===== src/rtl/bcd_pkg.sv =====
// Shared definitions for the sequential binary-to-BCD converter:
// digit geometry, add-3 threshold, FSM states and counter sizing.
package bcd_pkg;

  localparam int         DIGIT_W     = 4;
  localparam logic [3:0] ADD3_THRESH = 4'd5;

  typedef enum logic [1:0] {
    IDLE  = 2'd0,
    SHIFT = 2'd1,
    DONE  = 2'd2
  } state_t;

  // Iteration counter width; never narrower than one bit.
  function automatic int cnt_width(input int width);
    return (width > 1) ? $clog2(width) : 1;
  endfunction

endpackage


===== src/rtl/bcd_dabble_step.sv =====
// One combinational shift-and-add-3 iteration across all BCD digits.
// Shared between the sequential converter and the unrolled variant.
module bcd_dabble_step
  import bcd_pkg::*;
#(
  parameter int DIGITS = 4
) (
  input  logic [DIGIT_W*DIGITS-1:0] digits_in,
  input  logic                      bit_in,
  output logic [DIGIT_W*DIGITS-1:0] digits_out,
  output logic                      carry_out
);

  logic [DIGIT_W*DIGITS-1:0] adj;

  // Each digit is corrected on its own; no carry runs between digits.
  always_comb begin
    adj = digits_in;
    for (int k = 0; k < DIGITS; k++) begin
      if (digits_in[k*DIGIT_W +: DIGIT_W] >= ADD3_THRESH)
        adj[k*DIGIT_W +: DIGIT_W] = digits_in[k*DIGIT_W +: DIGIT_W] + 4'd3;
    end
  end

  assign {carry_out, digits_out} = {adj, bit_in};

endmodule


===== src/rtl/bcd_seq_converter.sv =====
// Multi-cycle double-dabble binary-to-BCD converter, one iteration per clock.
// Optional leading-zero mask on digit_blank when BCD_SEQ_LEADZERO_EN is defined.
module bcd_seq_converter
  import bcd_pkg::*;
#(
  parameter int WIDTH  = 12,
  parameter int DIGITS = 4
) (
  input  logic                      clk,
  input  logic                      rst,
  input  logic                      in_valid,
  output logic                      in_ready,
  input  logic [WIDTH-1:0]          bin_in,
  output logic                      out_valid,
  input  logic                      out_ready,
  output logic [DIGIT_W*DIGITS-1:0] bcd_out,
  output logic                      ovf,
  output logic [DIGITS-1:0]         digit_blank
);

  localparam int             CNT_W    = cnt_width(WIDTH);
  localparam logic [CNT_W-1:0] CNT_LOAD = CNT_W'(WIDTH - 1);

  state_t                    state;
  logic [CNT_W-1:0]          cnt;
  logic [WIDTH-1:0]          sreg;
  logic [DIGIT_W*DIGITS-1:0] step_digits;
  logic                      step_carry;

  bcd_dabble_step #(
    .DIGITS (DIGITS)
  ) u_step (
    .digits_in  (bcd_out),
    .bit_in     (sreg[WIDTH-1]),
    .digits_out (step_digits),
    .carry_out  (step_carry)
  );

  assign in_ready  = (state == IDLE);
  assign out_valid = (state == DONE);

  always_ff @(posedge clk) begin
    if (rst) begin
      state   <= IDLE;
      cnt     <= '0;
      bcd_out <= '0;
      ovf     <= 1'b0;
    end else begin
      case (state)
        IDLE: begin
          if (in_valid) begin
            sreg    <= bin_in;
            bcd_out <= '0;
            ovf     <= 1'b0;
            cnt     <= CNT_LOAD;
            state   <= SHIFT;
          end
        end
        SHIFT: begin
          bcd_out <= step_digits;
          sreg    <= sreg << 1;
          if (step_carry)
            ovf <= 1'b1;
          if (cnt == '0)
            state <= DONE;
          else
            cnt <= cnt - 1'b1;
        end
        DONE: begin
          if (out_ready)
            state <= IDLE;
        end
        default: state <= IDLE;
      endcase
    end
  end

`ifdef BCD_SEQ_LEADZERO_EN
  // Bit k is set when digit k and every digit above it are zero; ones never blank.
  function automatic logic [DIGITS-1:0] lead_blank(input logic [DIGIT_W*DIGITS-1:0] d);
    logic [DIGITS-1:0] b;
    logic              z;
    b = '0;
    z = 1'b1;
    for (int k = DIGITS - 1; k >= 1; k--) begin
      z    = z && (d[k*DIGIT_W +: DIGIT_W] == '0);
      b[k] = z;
    end
    return b;
  endfunction

  always_ff @(posedge clk) begin
    if (rst)
      digit_blank <= '0;
    else if (state == SHIFT && cnt == '0)
      digit_blank <= lead_blank(step_digits);
  end
`else
  assign digit_blank = '0;
`endif

endmodule


===== config.mk =====
export PLATFORM = sky130hd
export DESIGN_NAME = bcd_seq_converter
export DESIGN_NICKNAME = d
export VERILOG_FILES = /design/src/rtl/bcd_pkg.sv /design/src/rtl/bcd_dabble_step.sv /design/src/rtl/bcd_seq_converter.sv
export SDC_FILE = /design/constraint.sdc
export NUM_CORES = 1
export LEC_CHECK = 0
export CORE_MARGIN = 10
export CORE_UTILIZATION = 31
export CTS_BUF_LIST = sky130_fd_sc_hd__clkbuf_2
export DETAILED_ROUTE_END_ITERATION = 16
export MAX_ROUTING_LAYER = met4
export PLACE_DENSITY_LB_ADDON = 0.15
export REMOVE_ABC_BUFFERS = 1
export SLEW_MARGIN = 20
export SYNTH_ARGS = -nofsm -noshare
export SYNTH_HDL_FRONTEND = slang
export SYNTH_SLANG_ARGS = --single-unit

===== constraint.sdc =====
create_clock -name clk -period 3.6 [get_ports clk]
set_input_delay 0.36 -clock clk [delete_from_list [all_inputs] [get_ports clk]]
set_output_delay 0.36 -clock clk [all_outputs]
set_load 0.02 [all_outputs]

# Word level (Yosys, flattened, before mapping)
# Cells that the tools add are included.
# word_totals
register_bits	35
latchBits	0
mem_bits_rw	0
mem_bits_ro	0
out_inout_bits	23
word_cells	48
n_memories	0
# classes
addsub	5
mul	0
div	0
magnitude_cmp	4
n_eq_ne	7
n_shift	0
muxes	18
bitwise_logic	1
reduce_logical	8
# ops
op	count
16-bit case mux with 2 select lines	1
4-bit 2-to-1 mux	6
12-bit case mux with 2 select lines	1
4-bit by 2-bit adder with 4-bit output (second input constant)	4
4-bit by 3-bit greater-or-equal comparator with 1-bit output (second input constant)	4
16-bit 2-to-1 mux	1
12-bit 2-to-1 mux	1
3-bit AND reduction	4
2-bit inequality test (second input constant)	4
4-bit case mux with 2 select lines	1
2-bit 2-to-1 mux	3
2-bit case mux with 3 select lines	1
4-bit zero test	1
4-bit by 1-bit subtractor with 4-bit output (second input constant)	1
2-bit by 1-bit == test with 1-bit output (second input constant)	1
2-bit == test (second input constant)	1
2-bit zero test	1
1-bit 2-to-1 mux	2
2-bit by 1-bit inequality test with 1-bit output (second input constant)	1
1-bit case mux with 2 select lines	1
2-bit AND reduction	1
2-bit nonzero test	1
1-bit inverter	1

# Longest topological paths before layout
# Gate-level depths: netlist (run 1).
# depth
word_depth	4
ltp_mapped	6
ltp_nobuf	6

# By module
# A second synthesis (run 1) with hierarchy kept.
# hier_totals
cells_unflattened	190
hier_area_um2	1848.0
# by_module_without_submodules
mod	instances	cells_per_inst	area_each_um2
bcd_seq_converter	1	125	1435.1
bcd_dabble_step	1	65	412.9

# Least setup slack after synthesis (run 1)
# OpenSTA, ideal clock, no wires.
# synth_path
kind	reg2reg
start	reg state[1]
end	reg sreg[0], enable pin
setup_ns	0.380
t_arrival_ns	1.209
required_time_ns	3.220
slack_ns	2.011
stages_incl_launch_ff	4
path_buffers	1
synth_period_minus_slack_ns	1.589
path_cell_list	dfxtp_1 > o21bai_1 > clkbuf_1 > nor2_1
# synth_between
elab_chain_len	3
word_cells_on_any_way	5
cone_classes	2 x eq/ne; 3 x reduce/logical
# synth_rtl
item	line	text
start: declaration	bcd_seq_converter.sv:24	state_t state;
start signal: assignment	bcd_seq_converter.sv:44	state <= IDLE;
start signal: assignment	bcd_seq_converter.sv:56	state <= SHIFT;
start signal: assignment	bcd_seq_converter.sv:65	state <= DONE;
2-bit by 1-bit == test with 1-bit output / 2-bit zero test (equally long branches)	bcd_seq_converter.sv:49	case (state)
2-bit nonzero test (no source line) / 2-bit inequality test (equally long branches)	n/a	
3-bit AND reduction (no source line) (*)	n/a	
end signal: assignment	bcd_seq_converter.sv:52	sreg <= bin_in;
end signal: assignment	bcd_seq_converter.sv:61	sreg <= sreg << 1;
end: declaration	bcd_seq_converter.sv:26	logic [WIDTH-1:0] sreg;
# Mark *: on every way between the ends. The rest lies on a longest branch, timed or not.
# A chain may end at the register's enable or synchronous reset.

# Worst setup path after layout (run 1)
# layout_path
start	in in_valid
end	reg bcd_out[12]
# layout_between
elab_chain_len	2
# layout_rtl
item	line	text
start: declaration	bcd_seq_converter.sv:11	input logic in_valid,
2-bit inequality test (no source line)	n/a	
2-bit AND reduction (no source line)	n/a	
end signal: assignment	bcd_seq_converter.sv:60	bcd_out <= step_digits;
end: declaration	bcd_seq_converter.sv:16	output logic [DIGIT_W*DIGITS-1:0] bcd_out,
# No other way between the ends.

==> results by group, run 1 <==
Place
  • IO buf count: 34
  • Gpl congestion: 0.7354
  • Post-DP HPWL: 2701 µm
  • Placed insts: 288

Clocking
  • Max Root-Sink Buffers: 2
  • Total CTS buffers: 5
  • Clock sink count: 35
  • Worst skew pair latency: 390 ps
  • Setup repair bufs after CTS: 0
  • Post-CTS Hold Buffers: 0
  • H-tree Lvls: 2
  • CTS tree: done
  • Clock slew at reported path FFs: 200 ps
  • CTS resizes: 0
  • Root buf cell: clkbuf_2

Drt
  • Post-route met1 wirelength: 1741 µm
  • Routed wire length: 3674 µm
  • 1st-pass router iterations: 4
  • Post-DR wirelength/cell: 12.41 µm
  • Vias/cell: 4.611
  • WL met2: 1664 µm
  • Vias post-DR: 1365
  • Uppermost layer routed: met4
  • Met3 routed wirelength: 204 µm
  • # DRC: 0
  • Antenna Nets Post-Route: 0
  • First DRT Iteration DRCs: 82

Cells and area
  • Fillers: 581
  • Sequential Area: 820.8 µm²
  • Commonest non-fill, non-tap cell in the layout: nand2_1
  • Area grow syn2layout: 24.30%
  • Multi-input logic area: 827.0 µm²
  • Share of cells above drive strength 1: 4.464%
  • Antenna diode count: 0
  • Nets: 249
  • Final cell count without fillers: 296
  • Most frequent cells in the layout: 35 x nand2_1, 34 x clkdlybuf4s50_1, 23 x dfxtp_1

Logic synthesis
  • Top cells by area, synth: dfxtp_1 26%, edfxtp_1 21%, nand2_1 7.5%
  • Syn Inst Count: 190
  • Ys Warns: 0
  • Flops & latches, synth: 35
  • Synth Cell Area: 0.001745 mm²
  • Post-synth ARST share: 0%
  • Yosys top cell area share: 26.38%
  • Synth cell types: 31
  • Seq/Total Area, Yosys: 47.03%
  • Synth Area per Inst: 9.186 µm²
  • Cell taking the most area after synthesis: dfxtp_1
  • Main synth FF type: dfxtp_1
  • EDFF count, synth: 12

Worst setup path
  • Arrival @ worst endpoint: 2370 ps
  • Worst endpoint required time: 3940 ps
  • Crit path largest cell delay: 730 ps
  • Worst Path Buf+Inv: 1
  • CP Class: in2reg
  • Startpoint types: input pin
  • Crit path max-delay family: compound AO/OA/AOI/OAI gates
  • CP max-delay cell: nor2b_1
  • CP Capture Type: register
  • Worst reg2reg setup slack: 1600 ps
  • Max FO, Critical Path: 11
  • Crit-path cells: clkdlybuf4s50_1 -> o21bai_1 -> nor2b_1 -> a22o_1

Run status
  • Status: finished clean

Die
  • Total die area: 0.009032 mm²
  • Starting density of the core: 31.89%
  • Core ar.: 0.005473 mm²
  • Io pins: 39
  • Die span in x: 95.04 µm
  • Rows: 27
  • Die H: 95.04 µm

Timing
  • Final clock skew: 20.61 ps
  • Fin crit period: 2034 ps
  • RSZ-0062 raised after global routing: no
  • Setup TNS: 0 ps
  • Slew headroom: 35.96%
  • Fin crit share: 56.49%
  • Final hold violation count: 0
  • Final setup fails: 0
  • Max-slew violations: 0
  • Max Freq: 491.7 MHz
  • Slew @ Worst Pin: 957.1 ps

GRT
  • Vias in the first global route: 1382
  • First-pass GRT wire length: 6251 µm
  • Initial antenna violation count: 0
  • Grt total ovfl: 0
  • Largest net degree at the start of global routing: 20
  • All-Layer GR Usage: 8.928%

Power and ir drop
  • Peak supply drop: 172.5 µV
  • Sw Pwr: 0.0002336 W
  • Clk network pwr share: 24.7%
  • Register share of total power: 58.5%
  • Combinational Power Share: 16.8%
  • Switching share of power: 30.09%
  • Power Internal: 0.0005426 W
  • Pwr dens: 357.8 mW/mm²
  • Static leakage: 0.8583 nW

Job
  • MaxCap Viol Count: 0

Hold path
  • Hold Crit Class: reg2reg
-- cell usage after synthesis, drive strengths merged, types with 4 or more instances --
master	count
xnor2	4
dfxtp	23
a21oi	10
nor3	5
ha	10
a22o	12
xor2	4
buf	5
mux2i	5
nand2b	5
nand2	35
o21ai	9
nor2	14
edfxtp	12
clkbuf	7
nand3	4
inv	11
-- sequential cells by signal, summed over array words and instances (netlist names) --
name / cells
state: 2
ovf: 1
cnt: 4
bcd_out: 16
sreg: 12
-- final timing paths --
check,from,cells after the start,end
hold reg to reg,sreg[4],2,sreg[5]
hold / removal,sreg[4],2,sreg[5]
setup / recovery,in_valid,4,bcd_out[12]
setup reg to reg,state[0],3,bcd_out[12]
-- power by group through the flow --
stage | registers [W] | logic, W | clock network [W]
2_1_floorplan | 0.000460 | 0.0000829 | 0
3_3_place_gp | 0.000462 | 0.000133 | 0
3_5_place_dp | 0.000463 | 0.000134 | 0
4_1_cts | 0.000454 | 0.000135 | 0.000200
5_1_grt | 0.000458 | 0.000151 | 0.000212
6_report | 0.000454 | 0.000131 | 0.000192
-- worst min-delay path: stages (launching register included) --
cell and delay, ps:
edfxtp_1 360, nand2_1 50, nand2_1 40
-- layout make-up --
type                            count  area share (%)
Sequential cell                    35           37.83
Multi-Input combinational cell    135           38.12
Timing Repair Buffer               35           16.03
Clock inverter                      2          0.5767
Tap cell                           72           4.152
Clock buffer                        6           1.384
Inverter                           11           1.903
-- kinds of logic after synthesis --
group	count (synthesis)	share of synthesized area [%]
adders and majority gates	10	7.168
buffers and inverters	23	6.237
other	1	0.2148
AOI/OAI and AO/OA	37	13.98
muxes	5	2.867
DFF	35	47.03
xor gates and xnor gates	8	4.014
and+or+nand+nor	71	18.50
-- routing by layer --
layer | up-vias | GRT usage, %
met1 | 631 | 10.38
met5 | - | -
met2 | 25 | 13.79
met4 | 0 | 4.239
li1 | 702 | -
met3 | 7 | 2.749
-- metrics by stage --
step                setup slack, ps  area, µm²  util, %  power [W]  hold slack, ps
detailed placement             1106       2127    38.87  0.0005967           477.2
floorplan                      1922       1689        -  0.0005429           429.1
global route                   1312       2170    39.64  0.0008212           535.8
CTS                            1522       2170    39.64  0.0007887           519.6
finish                         1566       2170    39.64  0.0007762           510.8
global placement               1166       2127    38.87  0.0005952           476.2
Note: power is estimated with default switching activity, not from simulation.
==> inputs of run 2 (changes only) <==
- clock period: 3.6 -> 2.1 ns (I/O delays scaled with it)
==> run 2 against run 1 <==
Net effect:
- clock power up 61%
- hold slack worse by 34 ps
- non-clock buffer count up 3
- global-route usage up 0.14 points
- sequential share of layout area down 0.35 points
- via count up 1.3%
- design area up 0.92%
- final cell count up 1.0%
- utilization up 0.37 points
- sequential power up 71%
- largest cell class unchanged
- first-iteration DRC count down 40%
- critical endpoint is now in_ready
==> results by group, run 2 (synthesized netlist as in run 1, its figures left out) <==
Worst setup path
  • Max FO, Critical Path: 7
  • Arrival @ worst endpoint: 1630 ps
  • CP Capture Type: output port
  • Reg2reg end: cnt[3]
  • CP Class: reg2out
  • R2r startpoint: state[0]
  • Worst reg2reg setup slack: 360 ps
  • Worst endpoint required time: 1890 ps
  • Startpoint types: register
  • R2R depth: 4

Cells and area
  • Largest register FFs: 16
  • Final cell count without fillers: 299
  • Area grow syn2layout: 25.45%
  • Biggest register: bcd_out
  • Design Area, Final: 0.002190 mm²
  • Nets: 252
  • Commonest non-fill, non-tap cell in the layout: nand2_1
  • Share of cells above drive strength 1: 5.286%
  • Most frequent cells in the layout: 35 x nand2_1, 34 x clkdlybuf4s50_1, 23 x dfxtp_1
  • Antenna diode count: 0
  • Biggest regs: bcd_out: 16 flops, sreg: 12 flops, cnt: 4 flops

Clocking
  • Root buf cell: clkbuf_2
  • Total CTS buffers: 5
  • H-tree Lvls: 2
  • Max Root-Sink Buffers: 2
  • Setup repair bufs after CTS: 0
  • Post-CTS Hold Buffers: 0
  • CTS resizes: 0
  • Clock sink count: 35
  • Worst skew pair latency: 370 ps
  • CTS tree: done
  • Clock slew at reported path FFs: 190 ps

GRT
  • Initial antenna violation count: 0
  • Grt total ovfl: 0
  • First-pass GRT wire length: 6368 µm
  • Largest net degree at the start of global routing: 17
  • Vias in the first global route: 1405
  • All-Layer GR Usage: 9.070%

Timing
  • Final clock skew: 17.54 ps
  • Max-slew violations: 0
  • Fin crit period: 1837 ps
  • Max Freq: 544.4 MHz
  • Setup TNS: 0 ps
  • Final hold violation count: 0
  • Fin crit share: 87.47%
  • RSZ-0062 raised after global routing: no
  • Slew headroom: 43.27%
  • Slew @ Worst Pin: 847.8 ps
  • Final setup fails: 0

Run status
  • Status: finished clean

Hold path
  • Hold Crit Class: in2reg
  • WHS Path Cells: 3
  • Hold Crit Endpoint: sreg[6]
  • Hold_sp: bin_in[6]

Drt
  • 1st-pass router iterations: 4
  • Vias/cell: 4.625
  • Vias post-DR: 1383
  • # DRC: 0
  • First DRT Iteration DRCs: 49
  • Routed wire length: 3693 µm
  • Post-DR wirelength/cell: 12.35 µm
  • Antenna Nets Post-Route: 0

Die
  • Die H: 95.04 µm
  • Starting density of the core: 31.89%
  • Io pins: 39
  • Total die area: 0.009032 mm²
  • Die span in x: 95.04 µm
  • Rows: 27
  • Core ar.: 0.005473 mm²

Place
  • Post-DP HPWL: 2764 µm
  • IO buf count: 34
  • Placed insts: 291
  • Gpl congestion: 0.7812
  • Placed cell area: 0.002150 mm²

Power and ir drop
  • Peak supply drop: 363.1 µV
  • Pwr dens: 604.9 mW/mm²
  • Static leakage: 0.8705 nW

Job
  • MaxCap Viol Count: 0
[run 2: power breakdown]
part / switching [W] / leakage, nW / internal, W / total [W]
Clock: 0.000234 / 0.0267 / 0.0000754 / 0.000309
Sequential: 0.0000256 / 0.301 / 0.000753 / 0.000778
Combinational: 0.000136 / 0.542 / 0.000101 / 0.000237
Total: 0.000395 / 0.871 / 0.000929 / 0.00132
[run 2: cell type report]
type	count	area (µm²)
fillers	585	3283
multi-input cells	135	827.0
flip-flops and latches	35	820.8
repair buffers	38	370.4
well taps	72	90.09
inverters	11	41.29
clock buffers	5	25.02
clock inverters	3	15.01
[run 2: worst max-delay path: stages (launching register included)]
cell and delay, ps:
dfxtp_1 400, nor2_1 210, clkdlybuf4s50_1 660
[run 2: worst max path at each step]
stage / slack (ps) / cells after the start / to / from
floorplan: 420 / 4 / cnt[3] / state[1]
global placement: 250 / 4 / bcd_out[5] / in_valid
detailed placement: 240 / 4 / bcd_out[9] / in_valid
CTS: 250 / 2 / in_ready / state[1]
global route: 180 / 2 / in_ready / state[1]
finish: 260 / 2 / in_ready / state[0]
[run 2: routing by layer]
| metal | wire (µm) | global-route usage (%) |
|---|---|---|
| met5 | 0 | - |
| met4 | 29 | 3.367 |
| met3 | 172 | 2.592 |
| met2 | 1723 | 14.02 |
| met1 | 1768 | 11.01 |
[run 2: through the flow]
stage / total power (W) / setup WS, ps / util (%) / hold WS, ps
finish: 0.001324 / 263.2 / 40.01 / 476.7
global route: 0.001408 / 176.9 / 40.01 / 447.7
CTS: 0.001348 / 246.1 / 40.01 / 449.5
detailed placement: 0.001035 / 237.0 / 39.28 / 473.9
global placement: 0.001032 / 249.2 / 39.28 / 474.5
floorplan: 0.0009307 / 422.3 / - / 279.1
